`config.mk`:
```
export PLATFORM = sky130hd
export DESIGN_NAME = fp_add_serial
export DESIGN_NICKNAME = d
export VERILOG_FILES = /design/src/rtl/fp_add_serial.sv
export SDC_FILE = /design/constraint.sdc
export NUM_CORES = 2
export LEC_CHECK = 0
export BUFFER_PORTS_ARGS = -buffer_cell sky130_fd_sc_hd__buf_2
export CAP_MARGIN = 25
export CORE_AREA = 2 2 513 515
export CTS_BUF_LIST = sky130_fd_sc_hd__clkbuf_4 sky130_fd_sc_hd__clkbuf_8
export CTS_CLUSTER_SIZE = 8
export DETAILED_ROUTE_END_ITERATION = 10
export DIE_AREA = 0 0 515 517
export PLACE_DENSITY = 0.53
export REMOVE_ABC_BUFFERS = 1
export SLEW_MARGIN = 25
export SYNTH_ARGS = -nofsm -noshare
export SYNTH_HDL_FRONTEND = slang
export SYNTH_SLANG_ARGS = --single-unit
export TNS_END_PERCENT = 50
```
`constraint.sdc`:
```
create_clock -name clk -period 6.7 [get_ports clk]
set_input_delay 0.67 -clock clk [delete_from_list [all_inputs] [get_ports clk]]
set_output_delay 0.67 -clock clk [all_outputs]
set_load 0.1 [all_outputs]
```
`src/rtl/fp_add_serial.sv`:
```
// fp_add_serial: digit-serial modular add (and optional subtract) over Fp.
// Processes DIGIT bits per cycle, least-significant digit first, running a
// primary chain and a correction chain (against MODULUS) in parallel, then
// picks the reduced value once the final carries are known.
// Optional feature macro: FPADD_SUB_EN adds the op port and the subtract path.
module fp_add_serial #(
  parameter int unsigned      WIDTH   = 434,
  parameter int unsigned      DIGIT   = 64,
  parameter logic [WIDTH-1:0] MODULUS = 434'h2341F27177344_6CFC5FD681C52056_7BC65C783158AEA3_FDC1767AE2FFFFFF_FFFFFFFFFFFFFFFF_FFFFFFFFFFFFFFFF_FFFFFFFFFFFFFFFF
) (
  input  logic             clk,
  input  logic             rst_n,
  input  logic             start,
`ifdef FPADD_SUB_EN
  input  logic             op,
`endif
  input  logic [WIDTH-1:0] a,
  input  logic [WIDTH-1:0] b,
  output logic             busy,
  output logic             done,
  output logic [WIDTH-1:0] result
);

  localparam int unsigned ND = (WIDTH + DIGIT - 1) / DIGIT;
  localparam int unsigned EW = ND * DIGIT;
  localparam int unsigned DW = DIGIT + 1;
  localparam int unsigned CW = (ND > 1) ? $clog2(ND) : 1;
  localparam int unsigned IW = (EW > 1) ? $clog2(EW) : 1;
  localparam logic [EW-1:0] P_EXT = EW'(MODULUS);

  typedef enum logic [1:0] {S_IDLE, S_RUN, S_DONE} state_e;

  state_e           state_q, state_d;
  logic [EW-1:0]    a_q, a_d, b_q, b_d, s_q, s_d, t_q, t_d;
  logic             c_q, c_d, k_q, k_d;
  logic [CW-1:0]    cnt_q, cnt_d;
  logic             busy_q, busy_d, done_q, done_d;
  logic [WIDTH-1:0] result_q, result_d;
`ifdef FPADD_SUB_EN
  logic             op_q, op_d;
`endif

  logic [IW-1:0]    p_idx;
  logic [DIGIT-1:0] p_dig;
  logic [DW-1:0]    pri_sum, cor_sum;
  logic             sel_t;
  logic [EW-1:0]    sel;
  logic             unused_sel_hi;

  // Digit-slice arithmetic: primary chain and correction chain on the current digit
  always_comb begin
    p_idx   = IW'(cnt_q) * IW'(DIGIT);
    p_dig   = P_EXT[p_idx +: DIGIT];
    pri_sum = {1'b0, a_q[DIGIT-1:0]} + {1'b0, b_q[DIGIT-1:0]} + DW'(c_q);
    cor_sum = {1'b0, pri_sum[DIGIT-1:0]} - {1'b0, p_dig} - DW'(k_q);
`ifdef FPADD_SUB_EN
    if (op_q) begin
      pri_sum = {1'b0, a_q[DIGIT-1:0]} - {1'b0, b_q[DIGIT-1:0]} - DW'(c_q);
      cor_sum = {1'b0, pri_sum[DIGIT-1:0]} + {1'b0, p_dig} + DW'(k_q);
    end
`endif
  end

  // Final selection: corrected value when the raw value is out of range
  always_comb begin
    sel_t = c_q | ~k_q;
`ifdef FPADD_SUB_EN
    if (op_q) sel_t = c_q;
`endif
    sel = sel_t ? t_q : s_q;
  end

  // Bits above WIDTH are padding; fold them into a sink
  assign unused_sel_hi = ^(sel >> WIDTH);

  // Next-state and output logic
  always_comb begin
    state_d  = state_q;
    a_d      = a_q;
    b_d      = b_q;
    s_d      = s_q;
    t_d      = t_q;
    c_d      = c_q;
    k_d      = k_q;
    cnt_d    = cnt_q;
    busy_d   = busy_q;
    done_d   = 1'b0;
    result_d = result_q;
`ifdef FPADD_SUB_EN
    op_d     = op_q;
`endif
    unique case (state_q)
      S_IDLE: begin
        if (start) begin
          state_d = S_RUN;
          a_d     = EW'(a);
          b_d     = EW'(b);
          s_d     = '0;
          t_d     = '0;
          c_d     = 1'b0;
          k_d     = 1'b0;
          cnt_d   = '0;
          busy_d  = 1'b1;
`ifdef FPADD_SUB_EN
          op_d    = op;
`endif
        end
      end
      S_RUN: begin
        a_d   = a_q >> DIGIT;
        b_d   = b_q >> DIGIT;
        s_d   = (s_q >> DIGIT) | (EW'(pri_sum[DIGIT-1:0]) << (EW - DIGIT));
        t_d   = (t_q >> DIGIT) | (EW'(cor_sum[DIGIT-1:0]) << (EW - DIGIT));
        c_d   = pri_sum[DIGIT];
        k_d   = cor_sum[DIGIT];
        cnt_d = cnt_q + CW'(1);
        if (cnt_q == CW'(ND - 1)) state_d = S_DONE;
      end
      S_DONE: begin
        result_d = sel[WIDTH-1:0];
        done_d   = 1'b1;
        busy_d   = 1'b0;
        state_d  = S_IDLE;
      end
      default: state_d = S_IDLE;
    endcase
  end

  // State, datapath and output registers
  always_ff @(posedge clk or negedge rst_n) begin
    if (!rst_n) begin
      state_q  <= S_IDLE;
      a_q      <= '0;
      b_q      <= '0;
      s_q      <= '0;
      t_q      <= '0;
      c_q      <= 1'b0;
      k_q      <= 1'b0;
      cnt_q    <= '0;
      busy_q   <= 1'b0;
      done_q   <= 1'b0;
      result_q <= '0;
`ifdef FPADD_SUB_EN
      op_q     <= 1'b0;
`endif
    end else begin
      state_q  <= state_d;
      a_q      <= a_d;
      b_q      <= b_d;
      s_q      <= s_d;
      t_q      <= t_d;
      c_q      <= c_d;
      k_q      <= k_d;
      cnt_q    <= cnt_d;
      busy_q   <= busy_d;
      done_q   <= done_d;
      result_q <= result_d;
`ifdef FPADD_SUB_EN
      op_q     <= op_d;
`endif
    end
  end

  assign busy   = busy_q;
  assign done   = done_q;
  assign result = result_q;

endmodule

```
# ---- After elaboration in Yosys (flattened, before gate mapping)
# Cells that the tools add are included.
# W data, S select, Z words.
dict set report word_totals {
  register_bits 2235
  in_bits 871
}
dict set report classes {
  n_shift 1
  n_reduce_logical 6
  bitwise_logic 4
  muxes 19
  n_eq_ne 5
  addsub 5
}
# operator count
set op_table {}
lappend op_table {{$pmux W448 S2} 4}
lappend op_table {{$mux W448} 3}
lappend op_table {{$or A384 B448 Y448} 2}
lappend op_table {{$shiftx A448 B10 Y64 const A} 1}
lappend op_table {{$mux W434} 1}
lappend op_table {{$add A64 B64 Y65} 1}
lappend op_table {{$add A65 B1 Y65} 1}
lappend op_table {{$sub A64 B64 Y65} 1}
lappend op_table {{$sub A65 B1 Y65} 1}
lappend op_table {{$pmux W1 S2} 3}
lappend op_table {{$pmux W3 S2} 1}
lappend op_table {{$reduce_and A2 Y1} 3}
lappend op_table {{$mux W2} 2}
lappend op_table {{$ne A2 B2 Y1 const B} 2}
lappend op_table {{$pmux W2 S2} 1}
lappend op_table {{$reduce_bool A2 Y1} 2}
lappend op_table {{$add A3 B1 Y3 const B} 1}
lappend op_table {{$eq A3 B3 Y1 const B} 1}
lappend op_table {{$mux W1} 3}
lappend op_table {{$mux W3} 1}
lappend op_table {{$eq A2 B1 Y1 const B} 1}
lappend op_table {{$eq A2 B2 Y1 const B} 1}
lappend op_table {{$logic_not A2 Y1} 1}
lappend op_table {{$not A1 Y1} 1}
lappend op_table {{$or A1 B1 Y1} 1}

# ---- Longest topological paths before layout
dict set report logic_depth {
  word_depth 6
  mapped_depth 26
  depth_no_buf 25
}

# ---- Worst setup path before layout
# OpenSTA, ideal clock, no wires.
dict set report synth_path {
  path_kind {register -> register}
  start {register a_q[0]}
  end {register t_q[446]}
  path_slack_ns 1.347
  arrival_time_ns 5.224
  path_stages_with_launch 27
  path_cell_list {dfrtp_1 > fa_1 > inv_1 > fa_1 > nor2b_1 > o2111ai_1 > a211oi_1 > nor4_1 > o21ai_1 > a31oi_1 > o21ai_0 > a21boi_0 > xor2_1 > ha_1 > inv_1 > ha_1 > clkbuf_1 > nand2_1 > or4_1 > inv_1 > o31ai_1 > o21ai_0 > o31ai_1 > o21a_1 > o41ai_2 > xnor2_1 > o21ai_1}
}
dict set report synth_between {
  elab_chain_len 6
}
# item line_no
set synth_rtl {}
lappend synth_rtl {{start, declared} 34} ;# logic [EW-1:0] a_q, a_d, b_q, b_d, s_q, s_d, t_q, t_d;
lappend synth_rtl {{start signal, assigned} 133} ;# a_q <= '0;
lappend synth_rtl {{start signal, assigned} 148} ;# a_q <= a_d;
lappend synth_rtl {{$add A64 B64 Y65} 54} ;# pri_sum = {1'b0, a_q[DIGIT-1:0]} + {1'b0, b_q[DIGIT-1:0]} + DW'(c_q);
lappend synth_rtl {{$add A65 B1 Y65} 54}
lappend synth_rtl {{$sub A64 B64 Y65} 55} ;# cor_sum = {1'b0, pri_sum[DIGIT-1:0]} - {1'b0, p_dig} - DW'(k_q);
lappend synth_rtl {{$sub A65 B1 Y65} 55}
lappend synth_rtl {{$or A384 B448 Y448} 113} ;# t_d = (t_q >> DIGIT) | (EW'(cor_sum[DIGIT-1:0]) << (EW - DIGIT));
lappend synth_rtl {{$pmux W448 S2} 92} ;# unique case (state_q)
lappend synth_rtl {{end signal, assigned} 151} ;# t_q <= t_d;
lappend synth_rtl {{end, declared} 34}
# Every way passes these cells.
# A chain may end at the register's enable or synchronous reset.

# ---- Worst setup path after layout
# Ends and elaborated chain as after synthesis.

==> qor.yml <==
status: "complete, no violations"
layout_worst_path_cycle_share_pct: 94.48
final.setup.tns_ps: 0
core_sq_um: 261100
synth_cell_types: 71
setup_violations: 0
tritoncts: "done"
start_util_pct: 37.02
fmax_ghz: 0.1580
cp_slowest_stage_delay_ps: 580
hp-class: "in2reg"
area_growth_pct: 28.21
fin_crit_ps: 6330
synthFlopType: "dfrtp_1"
antenna_found_initial: 111
worstPathArrival_ps: 7210
rr_endpoint: "t_q[446]"
nNetsFinal: 13120
gp_congestion: 0.9015
crit_chain: "fa_1, inv_1, fa_1, nor2b_1, o2111ai_1, a21oi_1, o41ai_2, o21ai_1, a21oi_1, xor2_1, ha_1, inv_1, ha_1, nand2_1, or4_1, inv_1, o31ai_1, o21ai_0, o31ai_4, o21a_1, o41ai_2, xnor2_1, o21ai_1"
relSlewSlack_pct: 24.71
die_area_sq_um: 266300
required_ps: 7580
vias: 85480
clk_pin_slew_ps: 70
slowest_stage: "or4_1"
synth_warnings: 0
cts.sinks: 2207
async_flop_share_pct: 100.0
cpMostUsedCell: "inv_1"
grt_overflow: 0
wl_per_cell_um: 22.86
finalMaxSlewViolations: 0
seq_area_frac_synth_pct: 57.13
drt_iter0_drc: 7143
worstRegToRegCells: 23
tightestPinTransition_ps: 1129
postRouteAntennaNets: 0
endpoint_kind: "flip-flop"
die_h_um: 517
clk_latency_ps: 1060
grt_start_max_net_pins: 250
grt_pass1_wl_um: 542600
maxCapViolCount: 0
skew_ps: 60.11
syn_avg_cell_area_sq_um: 9.545
drc: 0
synth_area_sq_um: 96670
rrSetupSlack_ps: 370
routed_wl_um: 362900
critPathLaunchType: "flip-flop"
cp_max_fo: 6
cts-htree-levels: 5
root_buffer: "clkbuf_8"
final-hold-violation-count: 0
cts_max_path_buffers: 4
io_buffers: 1306
num_io_pins: 1307
path_class: "reg2reg"
firstDrtPassIters: 6
rows: 188
track_usage_pct: 26.43
critPathLaunch: "a_q[0]"
die_w_um: 515
vias_per_cell: 5.385
grt_pass1_vias: 84080
rsz0062_at_grt: "false"
crit_path_end: "t_q[446]"
drive_gt1_share_pct: 17.79
synth-edff-count: 0
r2r-start: "a_q[0]"
post-dp-hpwl_um: 245700
cts_buffers: 394
synthCells: 10130
ys_ff_latch: 2207
==> per-layer routing <==
metal  GRT usage, %  wire length, um
met1          36.14           159900
met2          41.73           168300
met3          4.940            21200
met4          9.844            13290
met5              0              230
==> worst min-delay path by stage <==
stage	to	cells past startpoint	from	slack [ps]
finish	b_q[328]	3	b[328]	180
global route	b_q[328]	3	b[328]	150
CTS	b_q[328]	3	b[328]	80
detailed placement	t_q[435]	2	t_q[435]	470
global placement	s_q[443]	2	s_q[443]	460
floorplan	a_q[0]	0	rst_n	370
==> kinds of logic after synthesis <==
| logic type | synth area share [%] |
|---|---|
| buffers and inverters | 3.782 |
| AO/OA/AOI/OAI | 19.62 |
| XOR/XNOR | 1.095 |
| AND/OR/NAND/NOR | 15.75 |
| flip-flops | 57.13 |
| adder cells (fa/ha/maj) | 2.594 |
| multiplexers | 0.03106 |
==> sequential cells by signal, indices dropped and copies added, names as in the netlist, 2 cells and up <==
name,flops
cnt_q,3
s_q,448
b_q,434
a_q,434
t_q,448
state_q,2
result,434
==> synth_stat cells, types with 7 or more instances <==
library cell,instances,area share (%)
o21ai_0,185,0.96
dfrtp_1,2207,57
buf_1,67,0.26
a21boi_0,7,0.054
and2_1,9,0.058
xnor2_1,59,0.53
and3_1,9,0.058
a21o_1,79,0.61
ha_1,194,2.5
o31a_1,7,0.063
xor2_1,60,0.54
o21ai_1,13,0.067
a21oi_1,147,0.76
nand2_1,2564,10
inv_1,172,0.67
nand2b_1,12,0.078
o21a_1,19,0.15
nand4_1,36,0.23
a211oi_1,12,0.093
a31oi_1,1189,7.7
clkbuf_1,735,2.9
a22o_1,903,8.2
nor2b_1,14,0.091
nand3_1,25,0.13
nor2_1,1241,4.8
o21bai_1,31,0.24
nor3_1,11,0.057
o31ai_1,13,0.10
o211ai_1,9,0.070
==> what timing repair did <==
action | CTS | global route
buffers inserted | 0 | 1
setup endpoints to repair | 0 | 12
hold buffers | 868 | 0
endpoints found under the hold margin | 953 | 0
resized for setup | 0 | 4
==> cell type report <==
class | count | area (sq um)
inverter | 172 | 645.6
clock inverter | 60 | 664.4
clock buffer | 644 | 7938
fill | 24860 | 137200
antenna | 92 | 230.2
timing repair buffer | 2331 | 17090
multi-input combinational | 6947 | 37870
sequential | 2207 | 55230
tap | 3420 | 4279
==> layout by cell type, fill, tap and decap left out, types with 9 or more instances in the layout <==
| master | n |
|---|---|
| nand2_1 | 2564 |
| dfrtp_1 | 2207 |
| buf_2 | 1305 |
| nor2_1 | 1239 |
| a31oi_1 | 1189 |
| a22o_1 | 903 |
| dlygate4sd3_1 | 868 |
| clkbuf_8 | 496 |
| ha_1 | 194 |
| o21ai_0 | 185 |
| inv_1 | 172 |
| clkbuf_4 | 148 |
| a21oi_1 | 147 |
| buf_4 | 108 |
| diode_2 | 92 |
| a21o_1 | 79 |
| xor2_1 | 60 |
| xnor2_1 | 59 |
| buf_12 | 42 |
| nand4_1 | 36 |
| o21bai_1 | 31 |
| nand3_1 | 25 |
| clkinv_2 | 25 |
| o21a_1 | 19 |
| o21ai_1 | 13 |
| clkinvlp_4 | 13 |
| nor2b_1 | 12 |
| a211oi_1 | 12 |
| o31ai_1 | 11 |
| nand2b_1 | 10 |
| nor3_1 | 10 |
| and2_1 | 9 |
| and3_1 | 9 |
| o211ai_1 | 9 |
| bufinv_16 | 9 |
==> per-stage QoR <==
step | setup slack (ps) | cell area [sq um] | util, % | hold WS, ps | instances
final | 370.0 | 123900 | 47.47 | 179.0 | 15870
after global routing | 3.478 | 123900 | 47.45 | 151.9 | 15850
after CTS | 9.392 | 123500 | 47.29 | 84.53 | 15770
after detailed placement | 42.57 | 106200 | 40.66 | 470.5 | 14200
after global placement | 88.38 | 106100 | 40.65 | 464.4 | 14200
after floorplan | -46470 | 93660 | - | 374.4 | 9326
==> worst max-delay path, delay by kind of cell (launching register included) <==
kind / cells / cell delay (ps)
xor+xnor: 2 / 430
flops: 1 / 400
compound gates: 11 / 2960
fa+ha+maj: 4 / 1320
simple gates: 3 / 800
buf+inv: 3 / 260
Power is not shown: default switching activity piles up to over one toggle a cycle in this logic, so the estimate is an artifact.
